**config.mk**
```make
export PLATFORM = sky130hd
export DESIGN_NAME = lcd_write_arbiter
export DESIGN_NICKNAME = d
export VERILOG_FILES = /design/src/rtl/lcd_write_arbiter.sv
export SDC_FILE = /design/constraint.sdc
export NUM_CORES = 1
export LEC_CHECK = 0
export CAP_MARGIN = 20
export CORE_UTILIZATION = 52
export DETAILED_ROUTE_END_ITERATION = 8
export GPL_ROUTABILITY_DRIVEN = 0
export HOLD_SLACK_MARGIN = 0.05
export PLACE_DENSITY = 0.86
export SYNTH_ARGS = -nofsm -noshare
export SYNTH_HDL_FRONTEND = slang
export SYNTH_SLANG_ARGS = --single-unit
```
**constraint.sdc**
```tcl
create_clock -name clk -period 4.4 [get_ports clk]
set_input_delay 1.1 -clock clk [delete_from_list [all_inputs] [get_ports clk]]
set_output_delay 1.1 -clock clk [all_outputs]
set_load 0.05 [all_outputs]
```
**src/rtl/lcd_write_arbiter.sv**
```systemverilog
// Round-robin arbiter sharing one LCD controller byte port between NREQ requesters,
// with per-transaction port lock and post-done settle delay. Optional macro: LCD_ARB_TIMEOUT_EN.

module lcd_write_arbiter #(
    parameter int NREQ           = 2,
    parameter int DLY_CYCLES     = 262142,
    parameter int TIMEOUT_CYCLES = 1000000
) (
    input  logic              clk,
    input  logic              rst,
    input  logic [NREQ-1:0]   req_valid,
    input  logic [8*NREQ-1:0] req_data,
    input  logic [NREQ-1:0]   req_rs,
    input  logic [NREQ-1:0]   req_last,
    output logic [NREQ-1:0]   req_ready,
    output logic [7:0]        lcd_data,
    output logic              lcd_rs,
    output logic              lcd_start,
    input  logic              lcd_done,
    output logic [NREQ-1:0]   grant,
    output logic              busy,
    output logic              timeout_err
);

    localparam int PW = $clog2(NREQ);
    localparam int CW = (DLY_CYCLES > 0) ? $clog2(DLY_CYCLES + 1) : 1;
    localparam logic [PW-1:0] LAST_IDX   = PW'(NREQ - 1);
    localparam logic [CW-1:0] SETTLE_END = CW'((DLY_CYCLES > 0) ? DLY_CYCLES - 1 : 0);

    typedef enum logic [1:0] {
        IDLE      = 2'd0,
        ISSUE     = 2'd1,
        WAIT_DONE = 2'd2,
        SETTLE    = 2'd3
    } state_t;

    state_t          stateR;
    state_t          nextStateS;
    logic [PW-1:0]   rrPtrR;
    logic [PW-1:0]   ownerR;
    logic [PW-1:0]   winnerS;
    logic [PW-1:0]   nextPtrS;
    logic [NREQ-1:0] oneHotS;
    logic [CW-1:0]   settleCntR;
    logic            lockR;
    logic            winValidS;
    logic            acceptS;
    logic            doneS;
    logic            timeoutS;
    logic            settleDoneS;
    logic            enterIdleS;

    function automatic logic [PW-1:0] wrapIdx(input logic [PW-1:0] base, input int off);
        int s;
        s = int'(base) + off;
        if (s >= NREQ) begin
            return PW'(s - NREQ);
        end else begin
            return PW'(s);
        end
    endfunction

    // Winner select: lock owner only, else first valid at or above rrPtr with wrap.
    // Scanning from the far end lets the nearest requester overwrite the others.
    always_comb begin
        winnerS   = ownerR;
        winValidS = 1'b0;
        if (lockR) begin
            winnerS   = ownerR;
            winValidS = req_valid[ownerR];
        end else begin
            for (int k = NREQ - 1; k >= 0; k--) begin
                winnerS   = req_valid[wrapIdx(rrPtrR, k)] ? wrapIdx(rrPtrR, k) : winnerS;
                winValidS = winValidS | req_valid[wrapIdx(rrPtrR, k)];
            end
        end
    end

    // One-hot decode of the winner for the accept strobe and grant.
    always_comb begin
        oneHotS          = '0;
        oneHotS[winnerS] = 1'b1;
    end

    assign acceptS     = !rst && (stateR == IDLE) && winValidS;
    assign req_ready   = acceptS ? oneHotS : '0;
    assign doneS       = (stateR == WAIT_DONE) && lcd_done;
    assign settleDoneS = (stateR == SETTLE) && (settleCntR == SETTLE_END);
    assign nextPtrS    = (ownerR == LAST_IDX) ? '0 : ownerR + PW'(1);
    assign enterIdleS  = (stateR != IDLE) && (nextStateS == IDLE);

    // Next-state logic.
    always_comb begin
        nextStateS = stateR;
        case (stateR)
            IDLE: begin
                if (acceptS) nextStateS = ISSUE;
                else         nextStateS = IDLE;
            end
            ISSUE: nextStateS = WAIT_DONE;
            WAIT_DONE: begin
                if (doneS || timeoutS) nextStateS = (DLY_CYCLES == 0) ? IDLE : SETTLE;
                else                   nextStateS = WAIT_DONE;
            end
            SETTLE: begin
                if (settleDoneS) nextStateS = IDLE;
                else             nextStateS = SETTLE;
            end
            default: nextStateS = IDLE;
        endcase
    end

    // State, ownership, output byte and settle counter registers.
    always_ff @(posedge clk) begin
        if (rst) begin
            stateR     <= IDLE;
            rrPtrR     <= '0;
            ownerR     <= '0;
            lockR      <= 1'b0;
            grant      <= '0;
            lcd_data   <= 8'h00;
            lcd_rs     <= 1'b0;
            lcd_start  <= 1'b0;
            busy       <= 1'b0;
            settleCntR <= '0;
        end else begin
            stateR    <= nextStateS;
            lcd_start <= acceptS;
            busy      <= (nextStateS != IDLE);
            if (acceptS) begin
                lcd_data <= req_data[{winnerS, 3'b000} +: 8];
                lcd_rs   <= req_rs[winnerS];
                grant    <= oneHotS;
                ownerR   <= winnerS;
                lockR    <= ~req_last[winnerS];
            end else if (timeoutS) begin
                lockR  <= 1'b0;
                rrPtrR <= nextPtrS;
                grant  <= '0;
            end else if (enterIdleS && !lockR) begin
                rrPtrR <= nextPtrS;
                grant  <= '0;
            end
            if ((stateR == SETTLE) && !settleDoneS) settleCntR <= settleCntR + CW'(1);
            else                                    settleCntR <= '0;
        end
    end

`ifdef LCD_ARB_TIMEOUT_EN
    localparam int TW = $clog2(TIMEOUT_CYCLES + 1);
    localparam logic [TW-1:0] TO_END = TW'(TIMEOUT_CYCLES - 1);

    logic [TW-1:0] toCntR;

    assign timeoutS = (stateR == WAIT_DONE) && !lcd_done && (toCntR == TO_END);

    // WAIT_DONE watchdog; the error flag is sticky until reset.
    always_ff @(posedge clk) begin
        if (rst) begin
            toCntR      <= '0;
            timeout_err <= 1'b0;
        end else begin
            if ((stateR == WAIT_DONE) && !lcd_done && !timeoutS) toCntR <= toCntR + TW'(1);
            else                                                 toCntR <= '0;
            if (timeoutS) timeout_err <= 1'b1;
        end
    end
`else
    assign timeoutS    = 1'b0;
    assign timeout_err = (TIMEOUT_CYCLES < 0) ? 1'b1 : 1'b0;
`endif

endmodule

```
==> metrics.md, run 1 <==
| Metric | Value |
|---|---|
| FFs w/ async S/R, synth | 0% |
| Register area share after synthesis | 43.1% |
| Worst R2R Path Depth | 4 |
| Fmax | about 0.26 GHz |
| Critical Path Source | req_valid[0] |
| HPWL after detailed placement | 2810 um |
| First-pass GRT wire length | 6300 um |
| Drt pass-1 iters | 4 |
| Rows | 20 |
| Hold WC Path Type | register to register |
| Final hold vios | 0 |
| CTS tree | built |
| Vias per cell | 5.57 |
| Pin count of the biggest net entering global routing | 22 |
| Slowest CP cell | clkdlybuf4s50_1 |
| Initial antenna violation count | 0 |
| Setup TNS | 0 ns |
| Post-synth net total | 206 |
| Detailed Route WL | 3830 um |
| VDD IR-drop max | ~270 uV |
| Synthesized area | 1670 um^2 |
| IO Pins | 41 |
| Synth Instances | 179 |
| Measured slew at the worst slew-check pin | 0.541 ns |
| Starting Density | 54.7% |
| Clock Tree Buf Depth | 2 |
| CP endpoint kind | output port |
| Register bit total from synthesis | 36 |
| Worst-path fanout max | 3 |
| Area growth, synth to finish | 28.6% |
| Drt drc | 0 |
| Antenna Cells | 0 |
| Commonest non-fill, non-tap cell in the layout | clkdlybuf4s50_1 |
| Htree depth | 2 |
| Clk sinks | 36 |
| TritonCTS Buffers | 5 |
| Design area | 2150 um^2 |
| Worst slack at placement | 0.583 ns |
| YS warnings | 0 |
| Antenna viol nets, final | 0 |
| Minimum clock period | 3.84 ns |
| Layout Utilization | 70.4% |
| Critical Path End | req_ready[0] |
| Detailed router's first-iteration violation count | 110 |
| Status | completed |
| Setup-failing EPs final | 0 |
| Hold-fix buffers at CTS | 0 |
| Layout cells sized above 1 | 8.14% |
| Remaining global-route overflow | 0 |
| Reg clk slew, reported paths | 0.10 ns |
| Final cycle utilization of the critical path | 87.2% |
| Distinct cells, synth | 42 |
| Setup CP Type | input pin to output port |
| Routed len/inst | 14.4 um |
| Port Buffer Count | 39 |
| Worst reg2reg setup slack | between 2 and 2.5 ns |
| Final worst slack | around 0.56 ns |
| Critical path, cell by cell | clkdlybuf4s50_1 > mux2i_1 > a2111oi_2 > nand2_1 > nor2_1 > buf_12 |
| Max Transition Viols Final | 0 |
| Total Routing Usage GR | 24.8% |
| Post-route insts no fill | roughly 270 |
| Post-CTS Setup Repair Bufs | 0 |
| CP max stage delay | roughly 0.53 ns |
| Lkg Pwr | 0.769 nW |
| Data arrival time of the worst path | 2.74 ns |
| CTS resizes | 0 |
| Slew Limit Headroom | 63.6% |
| R2R Path Start | settleCntR[8] |
| Dpl cells | 257 |
| CP Launch Type | input pin |
| Reg2reg end | stateR[0] |
| Maxcap violations | 0 |
| Layout Skew | 0.00810 ns |
| Post-synth EDFFs | 0 |
| Core footprint | 3050 um^2 |
| Vias in the first global route | approximately 1.4k |
| Layout Nets | 247 |
| Worst EP required | 3.30 ns |
| DR vias | 1477 |
| Synth Area per Inst | approximately 9.3 um^2 |
| Synth Flop Type | dfxtp_1 |
| Commonest non-fill, non-tap cells in the layout | 37 x clkdlybuf4s50_1, 36 x dfxtp_1, 25 x nor2_1 |
| Die span in x | between 50 and 60 um |
| Placed Area | 2090 um^2 |
| Die ar. | 3440 um^2 |
| Clock root cell | clkbuf_4 |
| PwrDens | 391 nW/um^2 |
| Chip Height | ~59 um |
| Clock Latency Late Sink | 0.35 ns |
| Unrepaired setup endpoints after global routing | no |
[Yosys cell counts (2+ instances only)]
library cell | number | area share, %
dfxtp_1 | 36 | 43
nor2_1 | 25 | 5.6
mux2i_1 | 12 | 7.2
o21ai_0 | 10 | 3.0
xnor2_1 | 10 | 5.2
a21oi_1 | 9 | 2.7
nand2_1 | 9 | 2.0
nand3_1 | 8 | 2.4
nor4_1 | 6 | 2.2
inv_1 | 5 | 1.1
nand4_1 | 5 | 1.9
xor2_1 | 5 | 2.6
nor3_1 | 4 | 1.2
clkbuf_1 | 3 | 0.67
nor2b_1 | 3 | 1.1
and3_1 | 2 | 0.75
ha_1 | 2 | 1.5
[flip-flops by register name, summed over array words and instances (netlist names), 2 cells and up]
signal and count:
grant 2, stateR 2, settleCntR 18, lcd_data 8
[metrics by stage]
stage          hold slack [ns]  total power [mW]
2_1_floorplan            0.467             0.561
3_3_place_gp             0.464             0.651
3_5_place_dp             0.473             0.658
4_1_cts                  0.488             0.843
5_1_grt                  0.559             0.881
6_report                 0.499             0.840
[routing by layer]
layer	track usage [%]	vias up	part of all wire, %
li1	-	722	-
met3	8.13	10	4.6
met2	39.9	43	51
met1	30.0	702	42
met4	11.6	0	2.4
met5	0	-	0
[how the worst min path moves through the flow]
stage               depth (start not counted)       endpoint  slack, ns           from
floorplan                                   1  settleCntR[0]       0.47  settleCntR[0]
detailed placement                          2       grant[0]       0.47       grant[0]
global placement                            2       grant[1]       0.46       grant[1]
CTS                                         2       grant[0]       0.49       grant[0]
global route                                2       grant[1]       0.56       grant[1]
finish                                      2       grant[1]       0.50       grant[1]
[where the power goes]
part,total (mW),leakage (nW),internal (mW),switching (mW)
registers,0.383,0.294,0.358,0.0253
logic,0.269,0.442,0.104,0.165
clock network,0.187,0.0326,0.0788,0.109
[cells by family after synthesis]
| logic type | share of synthesized area [%] |
|---|---|
| AND/OR/NAND/NOR | 22.1 |
| flip-flops | 43.1 |
| AO/OA/AOI/OAI | 13.0 |
| XOR/XNOR | 7.86 |
| multiplexers | 8.09 |
| buffers and inverters | 4.04 |
| adder cells (fa/ha/maj) | 1.50 |
| other | 0.225 |
[area by class of cell]
type                       count  area (um^2)
fill                         247          905
multi-input combinational    131          882
sequential                    36          721
timing repair buffer          41          413
clock buffer                   8         58.8
tap                           44         55.1
inverter                       5         18.8
[worst max-delay path: cells and delay by family]
kind,cells,cell delay (ns)
compound gates,1,0.43
mux,1,0.12
buf+inv,2,0.70
simple gates,2,0.37
(Power assumes the default switching activity.)
==> run 2: changes to the inputs <==
--- a/config.mk
+++ b/config.mk
@@ -10,7 +10,7 @@
 export DETAILED_ROUTE_END_ITERATION = 8
 export GPL_ROUTABILITY_DRIVEN = 0
 export HOLD_SLACK_MARGIN = 0.05
-export PLACE_DENSITY = 0.86
+export PLACE_DENSITY = 0.84
 export SYNTH_ARGS = -nofsm -noshare
 export SYNTH_HDL_FRONTEND = slang
 export SYNTH_SLANG_ARGS = --single-unit
==> run 2 against run 1 <==
Wire length decreased by 4.9%; design area stayed put; flip-flop and latch count unchanged.
==> metrics.md, run 2 (same netlist as run 1, synthesis figures left out) <==
| Metric | Value |
|---|---|
| Status | completed |
| Hold path start | grant[1] |
| Vias per cell | 5.46 (-2.0%) |
| Rows | 20 (unchanged) |
| Starting Density | 54.7% (unchanged) |
| Placed Area | 2090 um^2 (unchanged) |
| Final cycle utilization of the critical path | 86.7% (-0.56 points) |
| Critical Path Source | req_valid[1] |
| Slew Limit Headroom | 56.6% (-7.0 points) |
| CP endpoint kind | output port |
| CP bufs+invs | 2 (unchanged) |
| Vias in the first global route | 1410 (+1.1%) |
| Design area | 2150 um^2 (unchanged) |
| HPWL after detailed placement | 2770 um (-1.3%) |
| Clock Latency Late Sink | 0.33 ns (-0.02 ns) |
| Layout Utilization | 70.4% (unchanged) |
| Largest register by flop count | settleCntR |
| Worst-path fanout max | 5 (+2) |
| Detailed Route WL | 3640 um (-4.9%) |
| First-pass GRT wire length | 5990 um (-4.9%) |
| Antenna viol nets, final | 0 (unchanged) |
| Drt drc | 0 (unchanged) |
| Hold-fix buffers at CTS | 0 (unchanged) |
| Detailed router's first-iteration violation count | 92 (-16%) |
| CTS tree | built |
| CP Launch Type | input pin |
| CTS resizes | 0 (unchanged) |
| Layout cells sized above 1 | 8.14% (unchanged) |
| Port Buffer Count | 39 (unchanged) |
| Commonest non-fill, non-tap cell in the layout | clkdlybuf4s50_1 |
| Unrepaired setup endpoints after global routing | no |
| Lkg Pwr | 0.769 nW (unchanged) |
| R2R Path Start | settleCntR[8] |
| Clock root cell | clkbuf_4 |
| Die span in x | 58.7 um (unchanged) |
| Total Routing Usage GR | 22.8% (-2.0 points) |
| TritonCTS Buffers | 5 (unchanged) |
| Max Transition Viols Final | 0 (unchanged) |
| Final hold vios | 0 (unchanged) |
| IO Pins | 41 (unchanged) |
| Chip Height | 58.7 um (unchanged) |
| Fmax | 0.262 GHz (+0.65%) |
| Fillcell total | 249 (+0.81%) |
| Worst slack at placement | 0.598 ns (+0.0151 ns) |
| Initial antenna violation count | 0 (unchanged) |
| Top Registers | settleCntR (18), lcd_data (8) |
| Data arrival time of the worst path | 2.71 ns (-0.03 ns) |
| Setup-failing EPs final | 0 (unchanged) |
| Routed len/inst | 13.7 um (-4.9%) |
| CP max stage delay | 0.52 ns (about the same) |
| Clk sinks | 36 (unchanged) |
| Minimum clock period | 3.81 ns (-0.0247 ns) |
| Setup TNS | 0 ns (unchanged) |
| Drt pass-1 iters | 4 (unchanged) |
| Critical path, cell by cell | clkdlybuf4s50_1 > mux2i_1 > a2111o_1 > nor3_1 > buf_4 |
| VDD IR-drop max | 194 uV (-27%) |
| Commonest non-fill, non-tap cells in the layout | 37 x clkdlybuf4s50_1, 36 x dfxtp_1, 25 x nor2_1 |
| Remaining global-route overflow | 0 (unchanged) |
| Worst EP required | 3.30 ns (about the same) |
| Maxcap violations | 0 (unchanged) |
| Post-CTS Setup Repair Bufs | 0 (unchanged) |
| Max FFs per register | 18 (unchanged) |
| Hold WC Path Type | register to register |
| PwrDens | 389 nW/um^2 (-0.52%) |
| Final worst slack | 0.586 ns (+0.0247 ns) |
| Post-route insts no fill | 265 (unchanged) |
| Measured slew at the worst slew-check pin | 0.645 ns (+0.104 ns) |
| Clock Tree Buf Depth | 2 (unchanged) |
| Pin count of the biggest net entering global routing | 22 (unchanged) |
| Slowest CP cell | clkdlybuf4s50_1 |
| Setup CP Type | input pin to output port |
| Dpl cells | 257 (unchanged) |
| Die ar. | 3440 um^2 (unchanged) |
| DR vias | 1447 (-2.0%) |
| Htree depth | 2 (unchanged) |
| Reg clk slew, reported paths | 0.11 ns (about the same) |
| Delay-heaviest family, CP | buffers and inverters |
| Core footprint | 3050 um^2 (unchanged) |
| Area growth, synth to finish | 28.6% (unchanged) |
| Layout Skew | 0.0119 ns (+0.00382 ns) |
| Antenna Cells | 0 (unchanged) |
| Layout Nets | 247 (unchanged) |
==> run 2: cell counts in the layout (fill, tap and decap cells not counted) <==
Identical to the previous run, type by type.
==> run 2: area by class of cell <==
class | count | area (um^2) | area share (%)
flip-flops and latches | 36 | 721 | 33.5
inverters | 5 | 18.8 | 0.874
multi-input cells | 131 | 882 | 41.1
repair buffers | 41 | 413 | 19.2
well taps | 44 | 55.1 | 2.56
clock buffers | 8 | 58.8 | 2.74
==> run 2: report_power, final <==
part	leakage [nW]	internal (mW)	switching (mW)
combinational	0.442	0.104	0.165
sequential	0.294	0.358	0.0249
clock	0.0326	0.0789	0.104
total	0.769	0.541	0.294
==> run 2: worst min-delay path, stage by stage (launching register included) <==
cell and delay, ns:
dfxtp_1 0.33, nand3_1 0.06, o21bai_1 0.05
==> run 2: worst paths after layout <==
check / end / slack, ns / cells past startpoint
setup / recovery: req_ready[1] / 0.59 / 5
hold / removal: grant[1] / 0.48 / 2
setup reg to reg: stateR[0] / 2.46 / 4
hold reg to reg: grant[1] / 0.48 / 2
==> run 2: per-stage QoR <==
stage	power, mW	hold WS (ns)
after CTS	0.841	0.479
final	0.835	0.475
after floorplan	0.561	0.467
after global routing	0.875	0.509
after detailed placement	0.658	0.464
after global placement	0.652	0.459
==> run 2: layer usage <==
layer / routed length, um / GRT usage (%) / vias up
met5: 0 / 0 / -
met4: 48 / 10.2 / 0
met3: 193 / 7.25 / 9
met2: 1830 / 38.8 / 42
met1: 1570 / 26.1 / 675
li1: - / - / 721
==> run 3: changes to the inputs <==
--- a/config.mk
+++ b/config.mk
@@ -11,6 +11,7 @@
 export GPL_ROUTABILITY_DRIVEN = 0
 export HOLD_SLACK_MARGIN = 0.05
 export PLACE_DENSITY = 0.84
+export SKIP_CTS_REPAIR_TIMING = 1
 export SYNTH_ARGS = -nofsm -noshare
 export SYNTH_HDL_FRONTEND = slang
 export SYNTH_SLANG_ARGS = --single-unit
==> results of run 3 <==
The final DEF is identical to that of run 2; final timing and power are the same.
